**config.mk**
```make
export PLATFORM = sky130hd
export DESIGN_NAME = bp_update_scheduler
export DESIGN_NICKNAME = d
export VERILOG_FILES = /design/src/rtl/bp_update_scheduler.sv
export SDC_FILE = /design/constraint.sdc
export NUM_CORES = 1
export LEC_CHECK = 0
export ABC_AREA = 1
export ABC_CLOCK_PERIOD_IN_PS = 8000
export CORE_MARGIN = 10
export CORE_UTILIZATION = 56
export CTS_BUF_LIST = sky130_fd_sc_hd__clkbuf_4 sky130_fd_sc_hd__clkbuf_8
export DETAILED_ROUTE_END_ITERATION = 8
export GPL_TIMING_DRIVEN = 0
export PLACE_DENSITY = 0.81
export SYNTH_ARGS = -nofsm -noshare
export SYNTH_HDL_FRONTEND = slang
export SYNTH_SLANG_ARGS = --single-unit
```
**constraint.sdc**
```tcl
create_clock -name clk -period 8 [get_ports clk]
set_clock_uncertainty 0.1 [all_clocks]
set_input_delay 2 -clock clk [delete_from_list [all_inputs] [get_ports clk]]
set_output_delay 2 -clock clk [all_outputs]
set_load 0.02 [all_outputs]
```
**src/rtl/bp_update_scheduler.sv**
```systemverilog
// Branch-predictor update scheduler: queues resolved branches and
// shares the single predictor port between fetch lookups and updates.
module bp_update_scheduler #(
   parameter int DEPTH        = 4,
   parameter int STARVE_LIMIT = 8
) (
   input  logic                       clk,
   input  logic                       rst,
   input  logic                       resolve_valid,
   output logic                       resolve_ready,
   input  logic [31:0]                resolve_pc,
   input  logic                       resolve_taken,
   input  logic                       resolve_mispred,
   input  logic                       lookup_req,
   output logic                       lookup_stall,
   output logic                       upd_ld,
   output logic [31:0]                upd_pc,
   output logic                       upd_br_en,
   output logic [$clog2(DEPTH+1)-1:0] occupancy,
   input  logic                       clr_stats,
   output logic [31:0]                br_total,
   output logic [31:0]                mispred_total
);

   localparam int AW = $clog2(DEPTH);
   localparam int OW = $clog2(DEPTH+1);

   logic [31:0]    pc_mem [DEPTH];
   logic [DEPTH-1:0] tk_mem;
   logic [AW-1:0]  head;
   logic [AW-1:0]  tail;
   logic [OW-1:0]  occ;
   logic [7:0]     age;
   logic           full;
   logic           empty;
   logic           force_upd;
   logic           enq;
   logic           deq;

   assign full      = (occ == OW'(DEPTH));
   assign empty     = (occ == '0);
   assign force_upd = full || (age >= 8'(STARVE_LIMIT));

   // Port arbitration: updates win when fetch is idle or head must go.
   assign resolve_ready = rst && !full;
   assign upd_ld        = rst && !empty && (!lookup_req || force_upd);
   assign lookup_stall  = lookup_req && upd_ld;
   assign enq           = resolve_valid && resolve_ready;
   assign deq           = upd_ld;

   assign upd_pc    = pc_mem[head];
   assign upd_br_en = tk_mem[head];
   assign occupancy = occ;

   // Entry storage; contents need no reset since occupancy guards them.
   always_ff @(posedge clk) begin
      if (enq) begin
         pc_mem[tail] <= resolve_pc;
         tk_mem[tail] <= resolve_taken;
      end
   end

   // Pointers and occupancy; power-of-two depth wraps naturally.
   always_ff @(posedge clk or negedge rst) begin
      if (!rst) begin
         head <= '0;
         tail <= '0;
         occ  <= '0;
      end else begin
         if (enq) tail <= tail + 1'b1;
         if (deq) head <= head + 1'b1;
         unique case ({enq, deq})
            2'b10:   occ <= occ + 1'b1;
            2'b01:   occ <= occ - 1'b1;
            default: occ <= occ;
         endcase
      end
   end

   // Head wait counter, saturating at the starvation threshold.
   always_ff @(posedge clk or negedge rst) begin
      if (!rst) begin
         age <= '0;
      end else if (deq || empty) begin
         age <= '0;
      end else if (age < 8'(STARVE_LIMIT)) begin
         age <= age + 8'd1;
      end
   end

   // Saturating statistics; clear beats a same-cycle increment.
   always_ff @(posedge clk or negedge rst) begin
      if (!rst) begin
         br_total      <= '0;
         mispred_total <= '0;
      end else if (clr_stats) begin
         br_total      <= '0;
         mispred_total <= '0;
      end else if (enq) begin
         if (br_total != 32'hFFFF_FFFF)
            br_total <= br_total + 32'd1;
         if (resolve_mispred && mispred_total != 32'hFFFF_FFFF)
            mispred_total <= mispred_total + 32'd1;
      end
   end

endmodule

```
==> out/results.tsv, run 1 <==
stage	metric	value	unit
clock_network	Worst-path clk slew	0.06	ns
pwr	total power draw	3.32	mW
clock_network	Clk Latency, worst-skew pair	0.52	ns
logic_synthesis	adder-cell share of the synthesized area	1.31	%
floorplanning	Ports	142	
place	GP Congestion	0.953	
logic_synthesis	Post-Syn Area	10100	um2
clock_network	CTS buffer count	34	
sta	Final Cycle Share	71.3	%
logic_synthesis	Compound-Gate Fraction of Synth Area	7.29	%
worst_setup_path	critical path launch point	lookup_req	
logic_synthesis	Synth Area in Simple Gates	26.0	%
clock_network	Clock Path Buffers	3	
routing	final WL	27.0	mm
sta	Setup TNS	0	ns
routing	DRT antenna net count	0	
logic_synthesis	EDFF count, synth	132	
place	port bufs	141	
pwr	sequential power share	39.5	%
run_status	outcome	finished, final reports clean	
worst_hold_path	worst hold path class	reg -> reg	
global_routing	global route overflow	0	
worst_hold_path	hold path startpoint	age[4]$_DFFE_PN0P_	
logic_synthesis	Synth Instances	1144	
routing	DR vias	8601	
sta	RSZ-0062 raised after global routing	false	
pwr	switching power	1.16	mW
worst_setup_path	critical path capture point type	primary output	
routing	post-DR vias/cell	5.45	
pwr	Logic pwr share	33.9	%
global_routing	global-route wire length before repair	42.7	mm
global_routing	largest net degree at the start of global routing	53	
clock_network	postcts setup bufs	0	
clock_network	CTS Hold Bufs	0	
pwr	worst vdd ir	0.000247	V
logic_synthesis	xor/xnor cell area share of the yosys netlist	2.16	%
logic_synthesis	mux share of post-synthesis cell area	0	%
worst_setup_path	CP max stage delay	0.65	ns
cells_and_area	Antenna Cells	0	
routing	DRC viols	0	
sta	slew margin rel.	56.7	%
clock_network	htree depth	2	
floorplanning	die area	23900	um2
floorplanning	die extent in y	155	um
worst_setup_path	Critical R2R Launch	occupancy[0]$_DFFE_PN0P_	
flow_run	max cap viols	0	
sta	Final Hold Fails	0	
floorplanning	initial core utilization	56.7	%
routing	initial detailed-routing violation count	767	
logic_synthesis	Async SR Flop Fraction	37.4	%
logic_synthesis	Main synth FF type	edfxtp_1	
clock_network	cts repair resizes	0	
sta	setup ws final	2.30	ns
worst_setup_path	CP max FO	5	
pwr	switching share of power	35.1	%
logic_synthesis	Synth Warn #	0	
clock_network	# clock sinks	211	
cells_and_area	fin nets	1375	
routing	Avg WL per Cell	17.1	um
sta	Max Slew Vio Count	0	
global_routing	vias in the first global route	8298	
floorplanning	Core Rows	49	
clock_network	CTS tree	built	
sta	fmax	175	MHz
cells_and_area	Final Util	70.6	%
place	pre-CTS setup slack	2.26	ns
pwr	Clock Power Share	26.6	%
floorplanning	Core Area	17900	um2
worst_setup_path	startpoint types	input pin	
sta	Worst-Margin Slew	0.649	ns
worst_setup_path	Bufs and invs on worst path	3	
cells_and_area	fraction of layout cells with a size suffix above 1	6.30	%
sta	WHS	0.392	ns
floorplanning	Die Width	155	um
logic_synthesis	largest family of logic cells by synthesized area	simple AND/OR/NAND/NOR gates	
worst_setup_path	Critical Path Slowest Stage Cell	clkdlybuf4s50_1	
worst_setup_path	crit-path cells	clkdlybuf4s50_1, nand3_1, nand3_1, inv_1, clkdlybuf4s50_1	
pwr	PD cells	263	nW/um2
worst_setup_path	kind of critical path	in -> out	
clock_network	Root Driver	clkbuf_8	
logic_synthesis	Cell variety after synth	32	
worst_setup_path	Worst path top cell family by delay	buffers and inverters	
routing	drt pass-1 iters	6	
global_routing	All-Layer GR Usage	22.1	%
sta	Setup violations, final	0	
pwr	Static Leak	4.73	nW
global_routing	initial antenna violation count	0	
logic_synthesis	Net Count, Synth	1193	
pwr	cell internal pwr	2.15	mW
cells_and_area	area grow syn2layout	24.5	%
place	hpwl dp	18.6	mm
worst_setup_path	WP data required	5.90	ns
logic_synthesis	Synth Register Bits	211	
sta	Tmin final	5.70	ns
logic_synthesis	Post-Syn Area per Cell	8.87	um2
logic_synthesis	sequential-to-total area share from yosys stat	58.5	%
worst_setup_path	worst endpoint data arrival time	3.60	ns
## registers in the layout (all words and copies together), names as in the netlist
| register | flops |
|---|---|
| tk_mem | 4 |
| br_total | 32 |
| pc_mem | 128 |
| age | 8 |
| tail | 2 |
| head | 2 |
| mispred_total | 32 |
| occupancy | 3 |
## layout make-up
type	instances	area [um2]
buffer	41	208
fill	1360	5270
clock inverter	19	114
multi-input combinational	821	3760
sequential	211	5940
timing repair buffer	146	1540
clock buffer	41	520
tap	229	287
inverter	71	267
## metrics by stage
step | area (um2) | instances
after global placement | 11800 | 1514
after floorplan | 10100 | 1144
after global routing | 12600 | 1579
after detailed placement | 12000 | 1519
after CTS | 12600 | 1579
final | 12600 | 1579
## cell families (layout without fill, tap and decap cells)
group	after synthesis	after routing
buf+inv	112	318
xor+xnor	25	25
flops	211	211
fa+ha+maj	10	10
simple gates	649	649
compound gates	137	137
## tightest hold or removal path, delay by kind of cell (launching register included)
kind | cells | cell delay (ns)
flip-flops | 1 | 0.32
AND/OR/NAND/NOR | 1 | 0.09
buffers and inverters | 1 | 0.05
## routing by layer
metal | wire length (um) | global-route usage (%) | share of wire, %
met1 | 10800 | 27.4 | 40
met2 | 12700 | 36.0 | 47
met3 | 2700 | 6.02 | 10
met4 | 762 | 8.91 | 2.8
met5 | 0 | 0 | 0
## placed cells by master (no fill, tap or decap), types with 9 or more instances in the layout
master	synthesis	routed
xor2_1	15	15
nor2_1	223	219
clkbuf_1	26	26
edfxtp_1	132	132
xnor2_1	10	10
o22ai_1	33	33
clkbuf_8	0	34
o21ai_1	13	13
dfrtp_1	79	79
ha_1	9	9
clkdlybuf4s50_1	0	140
nand2_1	305	305
o21ai_0	82	82
clkinv_1	0	12
inv_1	70	70
nand3_1	99	99
## power groups by stage
stage / clock network, mW / registers [mW] / logic [mW]
global route: 0.961 / 1.32 / 1.22
CTS: 0.899 / 1.31 / 1.13
detailed placement: 0 / 1.33 / 1.12
global placement: 0 / 1.33 / 1.08
finish: 0.884 / 1.31 / 1.12
floorplan: 0 / 1.34 / 0.597
## final timing paths
kind | slack [ns] | end | cells past startpoint
worst max-delay path | 2.30 | upd_ld | 5
worst min-delay path | 0.39 | age[4]$_DFFE_PN0P_ | 2
worst max register to register | 5.53 | occupancy[2]$_DFFE_PN0P_ | 11
worst min register to register | 0.39 | age[4]$_DFFE_PN0P_ | 2
max in group asynchronous | 5.88 | br_total[20]$_DFFE_PN0P_ | 2
min in group asynchronous | 1.32 | mispred_total[24]$_DFFE_PN0P_ | 1
## Yosys cell counts (all sizes together), types with 10 or more instances
cell,n,share of area (%)
nand3,100,5.0
nand2,310,12
dfrtp,79,19
buf,15,1.1
clkbuf,26,0.96
o22ai,33,2.0
edfxtp,132,39
nor2,228,8.7
xnor2,10,0.86
xor2,15,1.3
o21ai,95,4.7
inv,71,2.6
Power figures use the tool's default switching activity.
==> run 2, diff against run 1 <==
--- a/config.mk
+++ b/config.mk
@@ -6,13 +6,13 @@
 export NUM_CORES = 1
 export LEC_CHECK = 0
 export ABC_AREA = 1
-export ABC_CLOCK_PERIOD_IN_PS = 8000
+export ABC_CLOCK_PERIOD_IN_PS = 5050
 export CORE_MARGIN = 10
-export CORE_UTILIZATION = 56
+export CORE_UTILIZATION = 51
 export CTS_BUF_LIST = sky130_fd_sc_hd__clkbuf_4 sky130_fd_sc_hd__clkbuf_8
 export DETAILED_ROUTE_END_ITERATION = 8
 export GPL_TIMING_DRIVEN = 0
-export PLACE_DENSITY = 0.81
+export PLACE_DENSITY = 0.78
 export SYNTH_ARGS = -nofsm -noshare
 export SYNTH_HDL_FRONTEND = slang
 export SYNTH_SLANG_ARGS = --single-unit
==> constraint.sdc (replaced) <==
create_clock -name clk -period 5.05 [get_ports clk]
set_clock_uncertainty 0.1 [all_clocks]
set_input_delay 1.2625 -clock clk [delete_from_list [all_inputs] [get_ports clk]]
set_output_delay 1.2625 -clock clk [all_outputs]
set_load 0.02 [all_outputs]
==> out/results.tsv, run 2 (synthesis results as in run 1) <==
stage	metric	value	unit
routing	DRT antenna net count	0	
clock_network	# clock sinks	211	
clock_network	postcts setup bufs	0	
sta	Final Hold Fails	0	
pwr	Clock Power Share	30.2	%
place	hpwl dp	19.4	mm
worst_setup_path	Critical Path End	upd_ld	
cells_and_area	commonest non-fill, non-tap cell in the layout	nand2_1	
sta	WHS	0.395	ns
sta	Setup violations, final	0	
floorplanning	Core Area	19500	um2
cells_and_area	biggest regs	pc_mem x128, br_total x32, mispred_total x32	
place	port bufs	141	
floorplanning	initial core utilization	52.0	%
cells_and_area	Reg area	5940	um2
clock_network	CTS buffer count	36	
cells_and_area	area of the multi-input gates	3760	um2
floorplanning	Ports	142	
worst_setup_path	worst endpoint data arrival time	3.17	ns
clock_network	CTS tree	built	
cells_and_area	Antenna Cells	0	
worst_setup_path	kind of critical path	in -> out	
sta	slew margin rel.	60.1	%
worst_setup_path	Critical Path Slowest Stage Cell	clkdlybuf4s50_1	
worst_setup_path	r2r endpoint	occupancy[2]$_DFFE_PN0P_	
pwr	PD cells	431	nW/um2
cells_and_area	area grow syn2layout	26.4	%
floorplanning	die extent in y	161	um
sta	fmax	221	MHz
pwr	switching share of power	33.8	%
worst_setup_path	R2R Setup Slk	2.47	ns
place	GP Congestion	0.936	
pwr	worst vdd ir	0.000229	V
flow_run	max cap viols	0	
worst_setup_path	CP max stage delay	0.67	ns
worst_hold_path	worst hold path class	reg -> reg	
place	DP Area	12000	um2
sta	Final Cycle Share	89.7	%
pwr	switching power	1.87	mW
routing	initial detailed-routing violation count	652	
pwr	Static Leak	4.82	nW
routing	met2 WL	13.2	mm
clock_network	CTS Hold Bufs	0	
cells_and_area	most flop-heavy register	pc_mem	
pwr	sequential power share	37.6	%
routing	post-DR vias/cell	5.27	
worst_setup_path	Critical R2R Launch	occupancy[0]$_DFFE_PN0P_	
cells_and_area	most frequent cells in the layout	nand2_1, nor2_1, clkdlybuf4s50_1, edfxtp_1, nand3_1	
clock_network	Clock Path Buffers	3	
global_routing	global route overflow	0	
worst_setup_path	FF-to-FF path depth	11	
global_routing	largest net degree at the start of global routing	63	
routing	final WL	27.2	mm
routing	drt pass-1 iters	5	
sta	Max Slew Vio Count	0	
cells_and_area	Fill cells	1621	
worst_setup_path	crit-path cells	buf_4, buf_16, nand3_1, inv_1, clkdlybuf4s50_1	
cells_and_area	Layout Cells excl Fill	1617	
floorplanning	Core Rows	51	
clock_network	cts repair resizes	0	
routing	routed length on met3	2.22	mm
worst_setup_path	CP max FO	62	
run_status	outcome	finished, final reports clean	
global_routing	All-Layer GR Usage	20.5	%
cells_and_area	fraction of layout cells with a size suffix above 1	7.32	%
global_routing	global-route wire length before repair	43.5	mm
cells_and_area	Final Cell Area	12800	um2
clock_network	Clk Latency, worst-skew pair	0.54	ns
routing	max layer used	met4	
clock_network	htree depth	2	
clock_network	Worst-path clk slew	0.06	ns
routing	M1 WL	11.1	mm
worst_setup_path	WP data required	3.69	ns
cells_and_area	fin nets	1377	
worst_setup_path	critical path launch point	rst	
sta	Worst-Margin Slew	0.597	ns
pwr	cell internal pwr	3.65	mW
clock_network	Root Driver	clkbuf_8	
place	placed cells	1555	
routing	Avg WL per Cell	16.8	um
global_routing	initial antenna violation count	0	
floorplanning	Die Width	161	um
sta	RSZ-0062 raised after global routing	false	
worst_setup_path	startpoint types	input pin	
sta	Tmin final	4.53	ns
global_routing	vias in the first global route	8472	
cells_and_area	max reg flops	128	
pwr	Logic pwr share	32.2	%
floorplanning	die area	25900	um2
worst_setup_path	critical path capture point type	primary output	
routing	DRC viols	0	
routing	DR vias	8518	
run 2: cell types whose count changed in the layout (fill, tap and decap cells not counted), sizes merged:
cell    delta
bufinv     +2
clkinv    -12
inv        +1
clkbuf    +11
run 2: final cells by class:
class	count	share of cell area (%)
Multi-Input combinational cell	821	29.3
Tap cell	265	2.58
Inverter	71	2.08
Clock buffer	52	4.99
Timing Repair Buffer	146	12.0
Buffer	41	1.62
Clock inverter	10	1.09
Sequential cell	211	46.3
run 2: how the worst min path moves through the flow:
stage | start | end | slack (ns) | cells past startpoint
after floorplan | age[4]$_DFFE_PN0P_ | age[4]$_DFFE_PN0P_ | 0.36 | 2
after global placement | age[5]$_DFFE_PN0P_ | age[5]$_DFFE_PN0P_ | 0.37 | 2
after detailed placement | age[5]$_DFFE_PN0P_ | age[5]$_DFFE_PN0P_ | 0.39 | 2
after CTS | age[6]$_DFFE_PN0P_ | age[6]$_DFFE_PN0P_ | 0.40 | 2
after global routing | age[7]$_DFFE_PN0P_ | age[7]$_DFFE_PN0P_ | 0.42 | 2
final | age[5]$_DFFE_PN0P_ | age[5]$_DFFE_PN0P_ | 0.40 | 2
run 2: per-layer routing:
| metal | vias to the layer above | track usage, % |
|---|---|---|
| met5 | - | 0 |
| met4 | 0 | 7.82 |
| met3 | 58 | 5.06 |
| met2 | 361 | 34.1 |
| met1 | 3950 | 25.3 |
| li1 | 4149 | - |
run 2: power by group through the flow:
stage / combinational, mW / clock [mW] / sequential (mW)
final: 1.78 / 1.67 / 2.08
after detailed placement: 1.79 / 0 / 2.11
after CTS: 1.80 / 1.70 / 2.08
after global routing: 1.94 / 1.78 / 2.09
after global placement: 1.71 / 0 / 2.11
after floorplan: 0.946 / 0 / 2.12
run 2: through the flow:
stage / util (%) / worst slack (ns) / total power [mW] / setup TNS, ns
floorplan: - / 1.67 / 3.06 / 0
global placement: 60.9 / -3.73 / 3.82 / -636.69
detailed placement: 61.7 / 0.500 / 3.90 / 0
CTS: 65.7 / 0.515 / 5.57 / 0
global route: 65.7 / 0.401 / 5.82 / 0
finish: 65.7 / 0.521 / 5.52 / 0
run 2: critical path, delay by kind of cell:
| kind | cells | cell delay [ns] |
|---|---|---|
| AND/OR/NAND/NOR | 1 | 0.31 |
| buffers and inverters | 4 | 1.54 |
==> run 3, diff against run 2 <==
--- a/config.mk
+++ b/config.mk
@@ -16,3 +16,4 @@
 export SYNTH_ARGS = -nofsm -noshare
 export SYNTH_HDL_FRONTEND = slang
 export SYNTH_SLANG_ARGS = --single-unit
+export TNS_END_PERCENT = 50
==> results of run 3 <==
The final DEF is identical to that of run 2; final timing and power are the same.
